### config.mk
export PLATFORM = sky130hd
export DESIGN_NAME = mem_tx_scheduler
export DESIGN_NICKNAME = d
export VERILOG_FILES = /design/src/rtl/mem_tx_scheduler_pkg.sv /design/src/rtl/mem_tx_scheduler_tag_fifo.sv /design/src/rtl/mem_tx_scheduler.sv
export SDC_FILE = /design/constraint.sdc
export NUM_CORES = 1
export LEC_CHECK = 0
export ABC_CLOCK_PERIOD_IN_PS = 5000
export BUFFER_PORTS_ARGS = -buffer_cell sky130_fd_sc_hd__buf_2
export CAP_MARGIN = 15
export CORE_MARGIN = 1
export CORE_UTILIZATION = 28
export CTS_CLUSTER_DIAMETER = 60
export DETAILED_ROUTE_END_ITERATION = 7
export SYNTH_ARGS = -nofsm -noshare
export SYNTH_HDL_FRONTEND = slang
export SYNTH_SLANG_ARGS = --single-unit
### constraint.sdc
create_clock -name clk -period 5 [get_ports clk]
set_clock_uncertainty 0.05 [all_clocks]
set_input_delay 0.5 -clock clk [delete_from_list [all_inputs] [get_ports clk]]
set_output_delay 0.5 -clock clk [all_outputs]
set_load 0.005 [all_outputs]
### src/rtl/mem_tx_scheduler_pkg.sv
// Shared definitions for the serial memory-port scheduler: command
// encodings, requester tags and the FSM state types.
package mem_tx_scheduler_pkg;

  localparam int TX_CMD_BITS = 4;

  // Every header has bit0 set so its first pin cycle is nonzero.
  localparam logic [TX_CMD_BITS-1:0] TX_HEADER_READ_16  = 4'b0001;
  localparam logic [TX_CMD_BITS-1:0] TX_HEADER_WRITE_16 = 4'b0011;

  // Requester tags stored in the outstanding-read queue.
  localparam logic TAG_PF = 1'b0;
  localparam logic TAG_DT = 1'b1;

  typedef enum logic [1:0] {
    TX_IDLE,
    TX_HEADER,
    TX_ADDR,
    TX_WDATA
  } tx_state_e;

  typedef enum logic {
    RX_IDLE,
    RX_DATA
  } rx_state_e;

  // Only reads are answered on rx_pins.
  function automatic logic has_response(input logic [TX_CMD_BITS-1:0] cmd);
    return cmd == TX_HEADER_READ_16;
  endfunction

endpackage

### src/rtl/mem_tx_scheduler_tag_fifo.sv
// In-order queue of requester tags for reads still awaiting a response.
// Shift-register FIFO: entry 0 is always the head.
module mem_tx_scheduler_tag_fifo #(
  parameter int DEPTH = 2
) (
  input  logic clk,
  input  logic reset,
  input  logic push,
  input  logic push_tag,
  input  logic pop,
  output logic head,
  output logic empty,
  output logic full
);

  localparam int CW = $clog2(DEPTH + 1);

  logic [DEPTH-1:0] mem_q, mem_d;
  logic [CW-1:0]    cnt_q, cnt_d;

  // Pop shifts toward the head first, so a simultaneous push lands behind it.
  always_comb begin
    mem_d = mem_q;
    cnt_d = cnt_q;
    if (pop && cnt_q != '0) begin
      mem_d = mem_q >> 1;
      cnt_d = cnt_q - CW'(1);
    end
    if (push && cnt_d != CW'(DEPTH)) begin
      for (int i = 0; i < DEPTH; i++) begin
        if (cnt_d == CW'(i)) mem_d[i] = push_tag;
      end
      cnt_d = cnt_d + CW'(1);
    end
  end

  // Occupancy is control state; entry contents are meaningless when empty.
  always_ff @(posedge clk) begin
    if (reset) cnt_q <= '0;
    else       cnt_q <= cnt_d;
  end

  // Entry storage.
  always_ff @(posedge clk) begin
    mem_q <= mem_d;
  end

  assign head  = mem_q[0];
  assign empty = (cnt_q == '0);
  assign full  = (cnt_q == CW'(DEPTH));

endmodule

### src/rtl/mem_tx_scheduler.sv
// Two-requester scheduler for a single serial memory port: arbitrates
// commands, serialises header and payload onto tx_pins, and routes each
// response on rx_pins back to the requester whose read it answers.
module mem_tx_scheduler
  import mem_tx_scheduler_pkg::*;
#(
  parameter int IO_BITS        = 2,
  parameter int PAYLOAD_CYCLES = 8,
  parameter int HEADER_CYCLES  = 2,
  parameter int MAX_READS      = 2
) (
  input  logic                              clk,
  input  logic                              reset,
  input  logic                              pf_cmd_valid,
  output logic                              pf_started,
  input  logic [IO_BITS-1:0]                pf_data,
  output logic                              pf_data_next,
  input  logic                              dt_cmd_valid,
  input  logic [TX_CMD_BITS-1:0]            dt_cmd,
  output logic                              dt_started,
  input  logic [IO_BITS-1:0]                dt_data,
  output logic                              dt_data_next,
  output logic [$clog2(PAYLOAD_CYCLES):0]   tx_counter,
  output logic                              tx_done,
  output logic [IO_BITS-1:0]                tx_pins,
  input  logic [IO_BITS-1:0]                rx_pins,
  output logic [IO_BITS-1:0]                rx_sbs,
  output logic [$clog2(PAYLOAD_CYCLES):0]   rx_counter,
  output logic                              pf_rx_data_valid,
  output logic                              dt_rx_data_valid,
  output logic                              pf_rx_done,
  output logic                              dt_rx_done,
  output logic                              busy
);

  localparam int CNT_W = $clog2(PAYLOAD_CYCLES) + 1;

  tx_state_e                tx_state_q, tx_state_d;
  logic [CNT_W-1:0]         tx_cnt_q, tx_cnt_d;
  logic [TX_CMD_BITS-1:0]   cmd_q, cmd_d;
  logic                     owner_q, owner_d;
  logic                     rr_last_q, rr_last_d;
  rx_state_e                rx_state_q, rx_state_d;
  logic [CNT_W-1:0]         rx_cnt_q, rx_cnt_d;
  logic [IO_BITS-1:0]       rx_sbs_q, rx_sbs_d;

  logic q_push, q_push_tag, q_pop, q_head, q_empty, q_full;
  logic pf_elig, dt_elig, arb_open, tx_last, rx_last;

  mem_tx_scheduler_tag_fifo #(.DEPTH(MAX_READS)) u_tag_fifo (
    .clk      (clk),
    .reset    (reset),
    .push     (q_push),
    .push_tag (q_push_tag),
    .pop      (q_pop),
    .head     (q_head),
    .empty    (q_empty),
    .full     (q_full)
  );

  // Reads need a free tag slot (pre-pop occupancy); writes never do.
  assign pf_elig = pf_cmd_valid && !q_full;
  assign dt_elig = dt_cmd_valid && (!has_response(dt_cmd) || !q_full);
  assign tx_last = (tx_cnt_q == CNT_W'(PAYLOAD_CYCLES - 1));
  assign rx_last = (rx_cnt_q == CNT_W'(PAYLOAD_CYCLES - 1));

  // TX sequencing and arbitration; a grant may overlap the final payload cycle.
  always_comb begin
    tx_state_d   = tx_state_q;
    tx_cnt_d     = tx_cnt_q;
    cmd_d        = cmd_q;
    owner_d      = owner_q;
    rr_last_d    = rr_last_q;
    tx_pins      = '0;
    tx_counter   = '0;
    tx_done      = 1'b0;
    pf_data_next = 1'b0;
    dt_data_next = 1'b0;
    pf_started   = 1'b0;
    dt_started   = 1'b0;
    q_push       = 1'b0;
    q_push_tag   = TAG_PF;
    arb_open     = 1'b0;
    case (tx_state_q)
      TX_IDLE: arb_open = 1'b1;
      TX_HEADER: begin
        for (int k = 0; k < HEADER_CYCLES; k++) begin
          if (tx_cnt_q == CNT_W'(k)) tx_pins = cmd_q[k*IO_BITS +: IO_BITS];
        end
        if (tx_cnt_q == CNT_W'(HEADER_CYCLES - 1)) begin
          tx_state_d = TX_ADDR;
          tx_cnt_d   = '0;
        end else begin
          tx_cnt_d = tx_cnt_q + CNT_W'(1);
        end
      end
      TX_ADDR, TX_WDATA: begin
        tx_pins      = (owner_q == TAG_DT) ? dt_data : pf_data;
        pf_data_next = (owner_q == TAG_PF);
        dt_data_next = (owner_q == TAG_DT);
        tx_counter   = tx_cnt_q;
        if (tx_last) begin
          tx_cnt_d = '0;
          if (tx_state_q == TX_ADDR && !has_response(cmd_q)) begin
            tx_state_d = TX_WDATA;
          end else begin
            tx_done    = 1'b1;
            tx_state_d = TX_IDLE;
            arb_open   = 1'b1;
          end
        end else begin
          tx_cnt_d = tx_cnt_q + CNT_W'(1);
        end
      end
      default: tx_state_d = TX_IDLE;
    endcase
    if (arb_open && (pf_elig || dt_elig)) begin
      if (dt_elig && (!pf_elig || rr_last_q == TAG_PF)) begin
        dt_started = 1'b1;
        owner_d    = TAG_DT;
        cmd_d      = dt_cmd;
      end else begin
        pf_started = 1'b1;
        owner_d    = TAG_PF;
        cmd_d      = TX_HEADER_READ_16;
      end
      rr_last_d  = owner_d;
      tx_state_d = TX_HEADER;
      tx_cnt_d   = '0;
      q_push     = has_response(cmd_d);
      q_push_tag = owner_d;
    end
  end

  // RX response tracking; the head tag selects the receiving requester.
  always_comb begin
    rx_state_d       = rx_state_q;
    rx_cnt_d         = rx_cnt_q;
    rx_sbs_d         = rx_sbs_q;
    rx_counter       = '0;
    pf_rx_data_valid = 1'b0;
    dt_rx_data_valid = 1'b0;
    pf_rx_done       = 1'b0;
    dt_rx_done       = 1'b0;
    q_pop            = 1'b0;
    case (rx_state_q)
      RX_IDLE: begin
        if (rx_pins != '0 && !q_empty) begin
          rx_state_d = RX_DATA;
          rx_cnt_d   = '0;
          rx_sbs_d   = rx_pins;
        end
      end
      RX_DATA: begin
        rx_counter       = rx_cnt_q;
        pf_rx_data_valid = (q_head == TAG_PF);
        dt_rx_data_valid = (q_head == TAG_DT);
        if (rx_last) begin
          pf_rx_done = (q_head == TAG_PF);
          dt_rx_done = (q_head == TAG_DT);
          q_pop      = 1'b1;
          rx_state_d = RX_IDLE;
          rx_cnt_d   = '0;
        end else begin
          rx_cnt_d = rx_cnt_q + CNT_W'(1);
        end
      end
      default: rx_state_d = RX_IDLE;
    endcase
  end

  // Control state registers.
  always_ff @(posedge clk) begin
    if (reset) begin
      tx_state_q <= TX_IDLE;
      tx_cnt_q   <= '0;
      rr_last_q  <= TAG_PF;
      rx_state_q <= RX_IDLE;
      rx_cnt_q   <= '0;
      rx_sbs_q   <= '0;
    end else begin
      tx_state_q <= tx_state_d;
      tx_cnt_q   <= tx_cnt_d;
      rr_last_q  <= rr_last_d;
      rx_state_q <= rx_state_d;
      rx_cnt_q   <= rx_cnt_d;
      rx_sbs_q   <= rx_sbs_d;
    end
  end

  // Latched command and owner; only read while a command is in flight.
  always_ff @(posedge clk) begin
    cmd_q   <= cmd_d;
    owner_q <= owner_d;
  end

  assign rx_sbs = rx_sbs_q;
  assign busy   = (tx_state_q != TX_IDLE) || !q_empty;

endmodule

==> impl_metrics.py <==
metrics = {
    "status": {
        "status": "completed",
    },
    "sta": {
        "setup_viol": 0,
        "tightestPinTransition_ns": 0.539,
        "fin_hold_ws_ns": 0.410,
        "hold_viol": 0,
        "setup_tns_ns": 0,
        "period_needed_ns": 2.48,
        "max_slew_margin": 0.640,
        "maxSlewViolCount": 0,
        "max_freq_ghz": 0.403,
        "rsz0062_at_grt": "no",
        "fin_crit_sh": 0.496,
    },
    "worst_setup_path": {
        "arrival_ns": 1.93,
        "crit_type": "reg2out",
        "cp_cell_sequence": "or4b_4 > a22oi_4 > nand2_1 > nor2_1 > buf_2",
        "cp-start-kind": "flip-flop",
        "cp_slowest_cell": "or4b_4",
        "cp.required_ns": 4.45,
        "path_buf_inv": 1,
        "cp-end-kind": "output port",
        "path_delay_family": "simple AND/OR/NAND/NOR gates",
        "crit_fanout": 8,
        "slowest_delay_ns": 0.59,
    },
    "job": {
        "max-cap-violations": 0,
    },
    "logic_synthesis": {
        "ys.flop_type": "dfxtp_1",
        "syn_nets": 205,
        "syn-cell-area_um2": 1530,
        "ys_ff_latch": 23,
        "synth-warning-count": 0,
        "avgSynthCellArea_um2": 8.45,
        "async_reset_ff_frac": 0,
        "ys_seq_area_frac": 0.334,
        "yosys.cell_types.count": 42,
        "synth-edff-count": 5,
        "synth_cells": 181,
    },
    "routing": {
        "ant_nets": 0,
        "wl_per_cell_um": 11.6,
        "route.detailed.drc": 0,
        "viasPerCell": 4.76,
        "num_vias": 1352,
        "first_pass_iters": 4,
        "drtIter0Drc": 63,
        "routed_wl_mm": 3.30,
    },
    "grt": {
        "grt_pass1_wl_mm": 5.45,
        "grt_max_degree": 22,
        "use_met2": 0.189,
        "gr-total-overflow": 0,
        "grt.total_usage": 0.114,
        "grt_pass1_vias": 1201,
        "top_usage_layer": "met2",
        "antenna_found_initial": 0,
        "globalRouteMet3Util": 0.0325,
        "grt_util_met1": 0.151,
    },
    "die": {
        "start_util": 0.296,
        "die_h_um": 75.9,
        "dieArea_um2": 5760,
        "io_pins": 36,
        "core_area_um2": 5170,
        "die_x_um": 75.9,
        "rows": 26,
    },
    "hold_path": {
        "min_path_type": "reg2reg",
    },
    "clock_tree": {
        "cts_buffers": 3,
        "root_buffer": "clkbuf_8",
        "clkLatencyLatePin_ns": 0.27,
        "cts_num_sinks": 23,
        "cts_max_level": 1,
        "cts_tree": "done",
        "cts_hold_buf": 0,
        "clock_path_buffers": 2,
        "path_clk_slew_ns": 0.09,
        "cts_resized": 0,
        "post_cts_buffers": 0,
    },
    "placement": {
        "gp_congestion": 0.728,
        "io_buffers": 35,
        "dp_hpwl_mm": 2.52,
    },
    "power_and_ir_drop": {
        "irDropWorstVdd_uv": 171,
        "powerDensity_nw_per_um2": 258,
        "leakage_nw": 0.809,
    },
    "layout": {
        "layout-drive-gt1-share": 0.210,
        "fin_nets": 239,
        "utilization": 0.351,
        "area_delta_synth_final_pct": 18.7,
        "insertedDiodeCount": 0,
        "n_fill_cell": 542,
    },
}
-- stage by stage --
stage                     std cells  power [mW]  worst slack, ns  instance area, um^2
after floorplan                 181       0.315             2.90                 1530
after global placement          280       0.354             2.56                 1770
after detailed placement        280       0.355             2.53                 1770
after CTS                       284       0.474             2.51                 1820
after global routing            284       0.499             2.36                 1820
final                           284       0.470             2.52                 1820
-- flip-flops by register name (all words and copies together), names as in the netlist --
signal	flops
cmd_q	4
owner_q	1
rr_last_q	1
rx_cnt_q	4
rx_sbs	2
rx_state_q	1
tx_cnt_q	4
tx_state_q	2
u_tag_fifo.cnt_q	2
u_tag_fifo.mem_q	2
-- tightest hold or removal path, cell delays in order, from the launching register on --
cell	delay [ns]
dfxtp_1	0.31
nand2_1	0.05
a21oi_1	0.05
-- logic make-up (layout without fill, tap and decap cells) --
family                   count (synthesis)  in the layout  share of synthesized area
AO/OA/AOI/OAI                           42             42                      0.191
adder cells (fa/ha/maj)                 10             10                     0.0818
buffers and inverters                   21             54                     0.0515
flip-flops                              23             23                      0.334
multiplexers                             6              6                     0.0392
AND/OR/NAND/NOR                         79             79                      0.303
-- final timing paths --
check                              start                             end  slack (ns)  cells after the start
setup / recovery      cmd_q[1]$_DFFE_PP_                      pf_started        2.52                      5
hold / removal    rx_sbs[0]$_SDFFE_PP0P_          rx_sbs[0]$_SDFFE_PP0P_        0.41                      2
setup reg to reg   rx_state_q$_SDFF_PP0_  u_tag_fifo.cnt_q[1]$_SDFF_PP0_        2.78                      8
hold reg to reg   rx_sbs[0]$_SDFFE_PP0P_          rx_sbs[0]$_SDFFE_PP0P_        0.41                      2
-- layout make-up --
cell class	instances	area (um^2)	area share
Clock inverter	1	5.00	0.00275
Multi-Input combinational cell	137	941	0.518
Clock buffer	3	41.3	0.0227
Inverter	15	56.3	0.0310
Tap cell	70	87.6	0.0482
Sequential cell	23	510	0.281
Timing Repair Buffer	35	175	0.0964
-- cell usage after synthesis, types with 2 or more instances --
cell	instances	area, um^2
clkbuf_1	5	18.8
and3_1	3	18.8
nor2_1	13	48.8
dfxtp_1	18	360
mux2i_1	6	60.1
nand2_1	9	33.8
o21ai_0	6	30.0
nand4b_1	2	17.5
nor3b_1	4	30.0
a21boi_0	3	22.5
nand3b_1	3	22.5
and2_1	15	93.8
or2_2	3	18.8
a22oi_1	2	15.0
a221o_1	2	20.0
ha_1	10	125
inv_1	15	56.3
o2111ai_1	3	26.3
edfxtp_1	5	150
nand2b_1	2	12.5
and4b_1	2	20.0
a21oi_1	16	80.1
nor2b_1	6	37.5
nor3_1	4	20.0
nand3_1	7	35.0
-- cell usage in the layout (no fill, tap or decap), drive strengths merged, types with 2 or more instances in the layout --
| master | instances |
|---|---|
| nand3b | 3 |
| nand4b | 2 |
| nor2b | 6 |
| nor2 | 13 |
| nor3 | 4 |
| and3 | 3 |
| ha | 10 |
| or4b | 2 |
| a21oi | 16 |
| and4b | 2 |
| or2 | 3 |
| edfxtp | 5 |
| inv | 15 |
| buf | 35 |
| mux2i | 6 |
| nand3 | 7 |
| dfxtp | 18 |
| o2111ai | 3 |
| a21boi | 3 |
| nand2 | 9 |
| nor3b | 4 |
| clkbuf | 3 |
| a221o | 2 |
| a22oi | 3 |
| o21ai | 6 |
| and2 | 15 |
| nand2b | 2 |
-- metal layers --
layer  vias to the layer above  wire (um)
met4                         0          8
met1                       604       1610
met2                        34       1490
li1                        712          -
met5                         -          0
met3                         2        192
-- where the power goes --
part / switching, mW / leakage (nW) / total [mW] / internal, mW
combinational: 0.0604 / 0.586 / 0.113 / 0.0522
clock: 0.0634 / 0.0255 / 0.119 / 0.0557
sequential: 0.0240 / 0.197 / 0.238 / 0.214
total: 0.148 / 0.809 / 0.470 / 0.322
(Power assumes the default switching activity.)
